File: src/rtl/dest_fifo_drain_if.sv
// -----------------------------------------------------------------------------
// dest_fifo_drain_if
//   Bundles the destination-FIFO read side and the delivered-word stream of the
//   D0/D1 drain block.
//
//   master : the drain block (issues pops, drives the stream and status)
//   slave  : the surrounding environment (FIFOs, upstream status, sink)
//
//   Signals
//     init           sync pulse: clear counters, start draining
//     fifo_empty_d0  D0 FIFO empty
//     fifo_empty_d1  D1 FIFO empty
//     data_out_0     D0 FIFO read data, valid the cycle after pop_d0
//     data_out_1     D1 FIFO read data, valid the cycle after pop_d1
//     idle_in        upstream idle indication
//     sink_ready     downstream accepts when valid_out & sink_ready
//     pop_d0/pop_d1  pop requests to the destination FIFOs
//     data_out       delivered word
//     dest_out       source of data_out (0 = D0, 1 = D1)
//     valid_out      data_out/dest_out valid
//     count_d0/_d1   delivered-word counters per destination (wrapping)
//     drained        datapath fully drained
// -----------------------------------------------------------------------------
interface dest_fifo_drain_if #(
    parameter int DATA_W = 6,
    parameter int CNT_W  = 8
);
    logic              init;
    logic              fifo_empty_d0;
    logic              fifo_empty_d1;
    logic [DATA_W-1:0] data_out_0;
    logic [DATA_W-1:0] data_out_1;
    logic              idle_in;
    logic              sink_ready;

    logic              pop_d0;
    logic              pop_d1;
    logic [DATA_W-1:0] data_out;
    logic              dest_out;
    logic              valid_out;
    logic [CNT_W-1:0]  count_d0;
    logic [CNT_W-1:0]  count_d1;
    logic              drained;

    modport master (
        input  init, fifo_empty_d0, fifo_empty_d1, data_out_0, data_out_1,
               idle_in, sink_ready,
        output pop_d0, pop_d1, data_out, dest_out, valid_out,
               count_d0, count_d1, drained
    );

    modport slave (
        output init, fifo_empty_d0, fifo_empty_d1, data_out_0, data_out_1,
               idle_in, sink_ready,
        input  pop_d0, pop_d1, data_out, dest_out, valid_out,
               count_d0, count_d1, drained
    );
endinterface

File: src/rtl/dest_fifo_drain.sv
// -----------------------------------------------------------------------------
// dest_fifo_drain
//   Consumer end of the main-FIFO -> VC -> D0/D1 datapath. Pops the two
//   destination FIFOs round-robin, carries each word through the FIFOs'
//   one-cycle read latency into a 2-entry skid buffer, and presents the buffer
//   head on a valid/ready stream. Counts delivered words per destination and
//   reports when everything upstream and in here has drained.
//
//   Ports
//     clk    single clock, all state on the rising edge
//     reset  asynchronous, active-high; clears all state
//     bus    dest_fifo_drain_if.master (FIFO read side + output stream)
// -----------------------------------------------------------------------------
module dest_fifo_drain #(
    parameter int DATA_W = 6,
    parameter int CNT_W  = 8
) (
    input  logic             clk,
    input  logic             reset,
    dest_fifo_drain_if.master bus
);

    typedef enum logic [1:0] {
        ST_IDLE,
        ST_RUN,
        ST_DONE
    } state_e;

    typedef struct packed {
        logic              dest;
        logic [DATA_W-1:0] data;
    } entry_t;

    state_e           state_q, state_d;
    entry_t           head_q, head_d;          // buffer slot driving the stream
    entry_t           tail_q, tail_d;          // second buffer slot
    logic [1:0]       occ_q, occ_d;            // buffer occupancy 0..2
    logic             inflight_q, inflight_d;  // a pop issued last cycle
    logic             inflight_dest_q, inflight_dest_d;
    logic             last_q, last_d;          // last served: 0 = D0, 1 = D1
    logic [CNT_W-1:0] cnt0_q, cnt0_d;
    logic [CNT_W-1:0] cnt1_q, cnt1_d;

    logic             xfer;
    logic [2:0]       committed;
    logic             room;
    logic             pop0;
    logic             pop1;
    logic             drain_cond;
    entry_t           captured;

    // ------------------------------------------------------------------------
    // Pop arbitration and buffer/counter next state
    // ------------------------------------------------------------------------
    always_comb begin
        // NOTE: every signal written here gets a default before any branch,
        // otherwise a path that skips the assignment would infer a latch.
        xfer            = (occ_q != 2'd0) && bus.sink_ready;
        pop0            = 1'b0;
        pop1            = 1'b0;
        head_d          = head_q;
        tail_d          = tail_q;
        occ_d           = occ_q;
        cnt0_d          = cnt0_q;
        cnt1_d          = cnt1_q;
        last_d          = last_q;

        // Words already owed a buffer slot (held + in flight), less the one
        // leaving this cycle; a new pop is only safe if a slot stays free.
        committed = {1'b0, occ_q} + {2'b00, inflight_q} - {2'b00, xfer};
        room      = (state_q == ST_RUN) && (committed < 3'd2);

        if (room) begin
            if (!bus.fifo_empty_d0 && !bus.fifo_empty_d1) begin
                if (last_q) pop0 = 1'b1;
                else        pop1 = 1'b1;
            end else if (!bus.fifo_empty_d0) begin
                pop0 = 1'b1;
            end else if (!bus.fifo_empty_d1) begin
                pop1 = 1'b1;
            end
        end

        if (pop0)      last_d = 1'b0;
        else if (pop1) last_d = 1'b1;

        inflight_d      = pop0 | pop1;
        inflight_dest_d = pop1;

        // The FIFO read data is valid now for the pop issued last cycle.
        captured.dest = inflight_dest_q;
        captured.data = inflight_dest_q ? bus.data_out_1 : bus.data_out_0;

        unique case ({inflight_q, xfer})
            2'b10: begin
                if (occ_q == 2'd0) head_d = captured;
                else               tail_d = captured;
                occ_d = occ_q + 2'd1;
            end
            2'b01: begin
                head_d = tail_q;
                occ_d  = occ_q - 2'd1;
            end
            2'b11: begin
                // Capture and transfer together: occupancy holds, queue shifts.
                if (occ_q == 2'd1) begin
                    head_d = captured;
                end else begin
                    head_d = tail_q;
                    tail_d = captured;
                end
            end
            default: ;
        endcase

        if (xfer) begin
            if (head_q.dest) cnt1_d = cnt1_q + CNT_W'(1);
            else             cnt0_d = cnt0_q + CNT_W'(1);
        end
        if (bus.init) begin
            cnt0_d = '0;
            cnt1_d = '0;
        end
    end

    // ------------------------------------------------------------------------
    // Control FSM
    // ------------------------------------------------------------------------
    always_comb begin
        drain_cond = bus.fifo_empty_d0 && bus.fifo_empty_d1 && bus.idle_in &&
                     !inflight_q && (occ_q == 2'd0);
        state_d    = state_q;
        unique case (state_q)
            ST_IDLE: if (bus.init) state_d = ST_RUN;
            ST_RUN:  if (drain_cond) state_d = ST_DONE;
            ST_DONE: if (!bus.fifo_empty_d0 || !bus.fifo_empty_d1) state_d = ST_RUN;
            default: state_d = ST_IDLE;
        endcase
        if (bus.init) state_d = ST_RUN;
    end

    always_ff @(posedge clk or posedge reset) begin
        if (reset) begin
            state_q         <= ST_IDLE;
            // NOTE: the buffer slots are reset even though occupancy alone
            // qualifies them, so the stream outputs read as zero out of reset.
            head_q          <= '0;
            tail_q          <= '0;
            occ_q           <= 2'd0;
            inflight_q      <= 1'b0;
            inflight_dest_q <= 1'b0;
            last_q          <= 1'b1;   // D0 wins the first tie
            cnt0_q          <= '0;
            cnt1_q          <= '0;
        end else begin
            // NOTE: non-blocking assignments so every register samples the
            // values from before this edge, independent of statement order.
            state_q         <= state_d;
            head_q          <= head_d;
            tail_q          <= tail_d;
            occ_q           <= occ_d;
            inflight_q      <= inflight_d;
            inflight_dest_q <= inflight_dest_d;
            last_q          <= last_d;
            cnt0_q          <= cnt0_d;
            cnt1_q          <= cnt1_d;
        end
    end

    assign bus.pop_d0    = pop0;
    assign bus.pop_d1    = pop1;
    assign bus.data_out  = head_q.data;
    assign bus.dest_out  = head_q.dest;
    assign bus.valid_out = (occ_q != 2'd0);
    assign bus.count_d0  = cnt0_q;
    assign bus.count_d1  = cnt1_q;
    assign bus.drained   = (state_q == ST_DONE);

endmodule

File: src/flat_wrapper.sv
// flat-port wrapper written by rule: the top's interface ports become plain ports
module dest_fifo_drain_flat 
#(
    parameter int DATA_W = 6,
    parameter int CNT_W  = 8
)
  (clk, reset, bus_init, bus_fifo_empty_d0, bus_fifo_empty_d1, bus_data_out_0, bus_data_out_1, bus_idle_in, bus_sink_ready, bus_pop_d0, bus_pop_d1, bus_data_out, bus_dest_out, bus_valid_out, bus_count_d0, bus_count_d1, bus_drained);
  dest_fifo_drain_if #(.DATA_W(DATA_W), .CNT_W(CNT_W)) bus_i ();
  input  logic clk;
  input  logic reset;
  input wire logic [$bits(bus_i.init)-1:0] bus_init;
  input wire logic [$bits(bus_i.fifo_empty_d0)-1:0] bus_fifo_empty_d0;
  input wire logic [$bits(bus_i.fifo_empty_d1)-1:0] bus_fifo_empty_d1;
  input wire logic [$bits(bus_i.data_out_0)-1:0] bus_data_out_0;
  input wire logic [$bits(bus_i.data_out_1)-1:0] bus_data_out_1;
  input wire logic [$bits(bus_i.idle_in)-1:0] bus_idle_in;
  input wire logic [$bits(bus_i.sink_ready)-1:0] bus_sink_ready;
  output wire logic [$bits(bus_i.pop_d0)-1:0] bus_pop_d0;
  output wire logic [$bits(bus_i.pop_d1)-1:0] bus_pop_d1;
  output wire logic [$bits(bus_i.data_out)-1:0] bus_data_out;
  output wire logic [$bits(bus_i.dest_out)-1:0] bus_dest_out;
  output wire logic [$bits(bus_i.valid_out)-1:0] bus_valid_out;
  output wire logic [$bits(bus_i.count_d0)-1:0] bus_count_d0;
  output wire logic [$bits(bus_i.count_d1)-1:0] bus_count_d1;
  output wire logic [$bits(bus_i.drained)-1:0] bus_drained;
  assign bus_i.init = bus_init;
  assign bus_i.fifo_empty_d0 = bus_fifo_empty_d0;
  assign bus_i.fifo_empty_d1 = bus_fifo_empty_d1;
  assign bus_i.data_out_0 = bus_data_out_0;
  assign bus_i.data_out_1 = bus_data_out_1;
  assign bus_i.idle_in = bus_idle_in;
  assign bus_i.sink_ready = bus_sink_ready;
  assign bus_pop_d0 = bus_i.pop_d0;
  assign bus_pop_d1 = bus_i.pop_d1;
  assign bus_data_out = bus_i.data_out;
  assign bus_dest_out = bus_i.dest_out;
  assign bus_valid_out = bus_i.valid_out;
  assign bus_count_d0 = bus_i.count_d0;
  assign bus_count_d1 = bus_i.count_d1;
  assign bus_drained = bus_i.drained;
  dest_fifo_drain #(.DATA_W(DATA_W), .CNT_W(CNT_W)) u_core (.clk(clk), .reset(reset), .bus(bus_i));
endmodule
File: config.mk
export PLATFORM = sky130hd
export DESIGN_NAME = dest_fifo_drain_flat
export DESIGN_NICKNAME = d
export VERILOG_FILES = /design/src/rtl/dest_fifo_drain_if.sv /design/src/rtl/dest_fifo_drain.sv /design/src/flat_wrapper.sv
export SDC_FILE = /design/constraint.sdc
export NUM_CORES = 1
export LEC_CHECK = 0
export CAP_MARGIN = 20
export CORE_AREA = 10 10 95 97
export CTS_BUF_LIST = sky130_fd_sc_hd__clkbuf_4
export DETAILED_ROUTE_END_ITERATION = 10
export DIE_AREA = 0 0 105 107
export SYNTH_ARGS = -nofsm -noshare
export SYNTH_HDL_FRONTEND = slang
export SYNTH_SLANG_ARGS = --single-unit
File: constraint.sdc
create_clock -name clk -period 3.2 [get_ports clk]
set_input_delay 0.64 -clock clk [delete_from_list [all_inputs] [get_ports clk]]
set_output_delay 0.64 -clock clk [all_outputs]
set_load 0.01 [all_outputs]
==> metrics, run 1 <==
Max VDD drop=0.342 mV; PnR worst setup slack=0.0173 ns; detailed-placement wirelength estimate=3740 um; largest net degree at the start of global routing=38; vias in the first global route=1975; pre-CTS setup slack=-0.623 ns; # diodes=0; Cell Area, Synth=2100 um2; FMAX=314 MHz; outcome=completed; Remaining DRCs=0; DRT iter0 DRCs=104; Crit Path Max Fanout=4; starting density of the core=29.5%; clock skew=0.0181 ns; CP Launch Type=register; cell count after synthesis=207; crit path kind=register to register; gpl congestion=0.788; Final Max Slew Viols=0; cell mode on critical path=buf_4; I/O pins=46; post-synthesis cell type count=48; critical path arrival=3.42 ns; clock sinks=37; hold wc startpoint=u_core.last_q; via count=1848; Clock Tree Buf Depth=2; unrepaired setup endpoints after global routing=yes; final hold vios=0; Seq/Total Area, Yosys=44.1%; Worst Setup End Kind=register; Global Route Usage Sum=10.1%; Tmin final=3.18 ns; Buffers & Inverters on Critical Path=14; CP max stage delay=0.38 ns; Pint=1.41 mW; r2r startpoint=u_core.occ_q[0]; Reg power frac=32.1%; Rows=31; Max-slew headroom=45.9%; Buffers on Ports=45; crit path from=u_core.occ_q[0]; TritonCTS Buffers=5; Pwr Density=756 nW/um2; clock slew at reported path FFs=0.10 ns; delay-heaviest family, CP=buffers and inverters; number of hold buffers added after cts=0; final period utilization=99.5%; number of synthesized flops with an enable pin=0; Detailed Route WL=5610 um; NetSw=874 uW; vias per cell=4.84; Seq cells post-synth=37; area grow syn2layout=43.4%; Layout Cells excl Fill=382; Slowest cell on crit path=dfrtp_1; synthesized area per cell=10.2 um2; leak pwr=1.26 nW; ranking of synthesized cells by area=dfrtp_1, mux2i_1, ha_1, inv_1, o221ai_1; Synth area leader=dfrtp_1; Cell Chain, Critical Path=inv_2 > ha_4 > nand2b_4 > buf_4 > buf_4 > buf_4 > buf_4 > buf_4 > buf_4 > buf_4 > buf_4 > buf_4 > buf_4 > buf_4 > buf_4 > buf_4 > ha_1 > a21bo_4 > a21oi_4 > mux2_4; # Max-Cap Violations=0; Die Wd=105 um; First-pass DRT Iterations=4; combinational power share=57.2%; worst hold-check path type=register to register; WP data required=3.44 ns; first-pass GRT wire length=9400 um; Sw Ratio=38.3%; Worst-Skew Late Latency=0.35 ns; root buffer cell=clkbuf_4; clock power share=10.6%; number of cells after detailed placement=355; measured slew at the worst slew-check pin=0.808 ns; syn nets=233; final total power=2.28 mW; initial antenna violation count=0; htree depth=2; setup TNS=0 ns; Synth top area share=42.8%; nets=309; DR WL/cell=14.7 um; Routed Antenna Nets=0; die area=11200 um2; Hold WS=0.526 ns; FFs w/ async S/R, synth=100%; core area=7140 um2; Chip Height=107 um; fraction of layout cells with a size suffix above 1=22.3%; Syn. warnings=0; Synth Flop Type=dfrtp_1; Final Setup Violations=0; commonest cells in the netlist=dfrtp_1, inv_1, nand2_1; CTS tree=done; GRT overflow=0; count leader, synth=dfrtp_1
-- worst paths after layout --
kind,to,slack [ns],depth (start not counted)
hold reg to reg,u_core.last_q,0.53,1
hold / removal,u_core.last_q,0.53,1
setup / recovery,u_core.tail_q[6],0.02,20
setup reg to reg,u_core.tail_q[6],0.02,20
min in group asynchronous,u_core.bus.count_d0[3],0.68,3
max in group asynchronous,u_core.last_q,2.14,3
-- through the flow --
step | instance area, um2 | utilization [%]
floorplan | 2100 | -
global placement | 2730 | 38.3
detailed placement | 2730 | 38.3
CTS | 2930 | 41.1
global route | 3020 | 42.3
finish | 3020 | 42.3
-- flip-flops by register name (all words and copies together), names as in the netlist --
signal and count:
u_core.bus.count_d0 8, u_core.bus.count_d1 8, u_core.tail_q 7, u_core.bus.data_out 6
u_core.occ_q 2, u_core.state_q 2, u_core.bus.dest_out 1, u_core.inflight_dest_q 1
u_core.inflight_q 1, u_core.last_q 1
-- cells by family (layout without fill, tap and decap cells) --
| kind of cell | count (synthesis) | after routing | synth area share, % |
|---|---|---|---|
| buf+inv | 28 | 104 | 5.71 |
| compound gates | 38 | 38 | 13.4 |
| fa+ha+maj | 7 | 7 | 4.52 |
| mux | 19 | 19 | 9.33 |
| flops | 37 | 37 | 44.1 |
| simple gates | 71 | 71 | 20.0 |
| xor+xnor | 7 | 7 | 2.91 |
-- area by class of cell --
type | instances | area [um2]
timing repair buffer | 79 | 717
tap | 99 | 124
clock buffer | 6 | 45.0
multi-input combinational | 142 | 1130
fill | 735 | 4120
sequential | 37 | 927
clock inverter | 1 | 3.75
inverter | 18 | 67.6
-- layout by cell type (no fill, tap or decap), types with 2 or more instances in the layout --
cell type,count
o31ai_1,2
dfrtp_1,36
nand3b_1,2
nor3_1,3
mux2_1,2
and3b_1,4
and2_1,3
o21ai_0,5
a21oi_4,2
ha_1,5
inv_1,15
xor2_1,2
buf_6,2
nor2_1,9
a21oi_1,9
or3_1,4
clkbuf_4,6
mux2i_1,14
a221oi_1,3
inv_2,3
xnor2_1,5
a32oi_1,4
o221ai_1,7
nor3b_1,3
or4_1,2
nor2_4,2
nand3_1,3
mux2_2,2
nand4_1,3
nand2_1,16
buf_4,32
clkdlybuf4s50_1,42
nor2b_1,7
-- worst register-to-register path: stages, from the launching register on --
cell and delay [ns]:
dfrtp_1 0.38, inv_2 0.06, ha_4 0.15, nand2b_4 0.16, buf_4 0.14, buf_4 0.12
buf_4 0.12, buf_4 0.12, buf_4 0.12, buf_4 0.12, buf_4 0.12, buf_4 0.12
buf_4 0.12, buf_4 0.12, buf_4 0.12, buf_4 0.12, buf_4 0.12, ha_1 0.19
a21bo_4 0.19, a21oi_4 0.08, mux2_4 0.30
-- metal layers --
metal / GRT usage (%) / wire length (um) / vias up
met5: 0 / 0 / -
met4: 4.31 / 123 / 0
met3: 3.17 / 363 / 11
met2: 17.3 / 2660 / 53
met1: 11.4 / 2460 / 890
li1: - / - / 894
-- power groups by stage --
stage	Sequential, mW	Combinational [mW]	Clock, mW
detailed placement	0.736	1.02	0
floorplan	0.716	0.614	0
finish	0.732	1.31	0.243
global route	0.754	1.43	0.270
global placement	0.728	1.00	0
CTS	0.730	1.21	0.255
-- repair_timing --
| action | 4_1_cts | 5_1_grt |
|---|---|---|
| pin swaps | 4 | 3 |
| gates cloned | 0 | 0 |
| setup endpoints to repair | 2 | 3 |
| setup buffers | 16 | 4 |
| resized for setup | 21 | 8 |
Power figures use the tool's default switching activity.
==> inputs of run 2 (changes only) <==
Settings changed: CORE_AREA 10 10 95 97 to 10 10 86 88, DIE_AREA 0 0 105 107 to 0 0 96 98, PLACE_DENSITY_LB_ADDON from default to 0.3.
==> metrics, run 2 (synthesized netlist as in run 1, its figures left out) <==
Slowest cell on crit path=fa_1; crit path kind=register to output pin; initial antenna violation count=0; DR WL/cell=14.8 um; Crit Path Max Fanout=3; Detailed Route WL=5160 um; measured slew at the worst slew-check pin=0.795 ns; r2r startpoint=u_core.occ_q[1]; R2R setup slack=0.15 ns; detailed-placement wirelength estimate=3570 um; fraction of layout cells with a size suffix above 1=18.6%; Worst-Skew Late Latency=0.34 ns; final core utilization=50.2%; root buffer cell=clkbuf_4; hold wc startpoint=u_core.last_q; unrepaired setup endpoints after global routing=yes; number of hold buffers added after cts=0; vias per cell=5.12; clock skew=0.0178 ns; # Max-Cap Violations=0; PnR worst setup slack=0.0245 ns; Cell Chain, Critical Path=inv_2 > ha_4 > nand2b_4 > inv_2 > nor2_1 > o21ai_1 > fa_1 > nand3b_1 > or3_4 > a21oi_4 > buf_6; largest net degree at the start of global routing=38; cell mode on critical path=inv_2; DRT iter0 DRCs=98; gpl congestion=0.763; leading cell types in the layout, fill and taps excluded=clkdlybuf4s50_1, dfrtp_1, buf_4; WP data required=2.56 ns; leak pwr=1.22 nW; nets=300; final period utilization=99.2%; crit path from=u_core.occ_q[1]; CTS tree=done; Pwr Density=748 nW/um2; vias in the first global route=1838; Buffers on Ports=45; Max-slew headroom=46.8%; TritonCTS Buffers=5; Max VDD drop=0.508 mV; Remaining DRCs=0; outcome=completed; Die Wd=96 um; CP Launch Type=register; critical path arrival=2.54 ns; area grow syn2layout=37.0%; CP max stage delay=0.48 ns; most common cell after layout, fill and taps aside=clkdlybuf4s50_1; Worst Setup End Kind=output pin; clock sinks=37; First-pass DRT Iterations=4; Buffers & Inverters on Critical Path=3; Clock Tree Buf Depth=2; final hold vios=0; I/O pins=46; # diodes=0; Final Setup Violations=0; Tmin final=3.18 ns; GRT overflow=0; Chip Height=98 um; via count=1787; Rows=28; setup TNS=0 ns; pre-CTS setup slack=-0.651 ns; delay-heaviest family, CP=simple AND/OR/NAND/NOR gates; core area=5750 um2; first-pass GRT wire length=8600 um; die area=9410 um2; FMAX=315 MHz; worst hold-check path type=register to register; Final Max Slew Viols=0; Global Route Usage Sum=11.2%; clock slew at reported path FFs=0.09 ns; Routed Antenna Nets=0; starting density of the core=36.6%; htree depth=2
==> run 2: repair_timing <==
action,CTS,global route
setup buffers,10,1
hold endpoints to repair,0,0
pin swaps,3,4
gates resized for setup,16,7
setup endpoints to repair,2,3
==> run 2: cell type report <==
class / count / area (um2)
clock buffer: 6 / 45.0
clock inverter: 1 / 3.75
fill: 553 / 2860
inverter: 18 / 67.6
multi-input combinational: 142 / 1110
sequential: 37 / 927
tap: 75 / 93.8
timing repair buffer: 70 / 633
==> run 2: layer usage <==
metal	global-route usage, %	vias up	share of wire [%]
li1	-	872	-
met1	13.2	851	43
met2	18.7	59	48
met3	3.14	5	7.8
met4	3.75	0	0.99
met5	0	-	0
==> run 2: per-stage QoR <==
| step | instances | cell area, um2 | power, mW | hold slack, ns |
|---|---|---|---|---|
| finish | 349 | 2880 | 2.16 | 0.519 |
| global route | 349 | 2880 | 2.33 | 0.547 |
| CTS | 348 | 2840 | 2.13 | 0.511 |
| detailed placement | 331 | 2700 | 1.74 | 0.489 |
| global placement | 331 | 2700 | 1.72 | 0.485 |
| floorplan | 207 | 2100 | 1.33 | 0.473 |
==> run 2: worst reg2reg max path, cell delays in order, from the launching register on <==
cell and delay [ns]:
dfrtp_1 0.39, inv_2 0.08, ha_4 0.13, nand2b_4 0.14
inv_2 0.04, nor2_1 0.09, o21ai_1 0.07, fa_1 0.48
nand3b_1 0.10, or3_4 0.42, a21oi_4 0.14, buf_4 0.12
buf_4 0.09, buf_4 0.09, buf_4 0.09, buf_4 0.09
buf_4 0.09, buf_4 0.09, buf_4 0.09, buf_4 0.08
buf_4 0.08
==> run 2: final timing paths <==
check	endpoint	cells after the start
max	bus_pop_d1	11
max in group asynchronous	u_core.last_q	3
min	u_core.last_q	1
min in group asynchronous	u_core.bus.count_d0[6]	3
min reg2reg	u_core.last_q	1
max reg2reg	u_core.inflight_dest_q	20
==> run 2: where the power goes <==
part,switching [mW],internal (mW)
logic,0.549,0.645
clock network,0.147,0.0884
registers,0.123,0.604
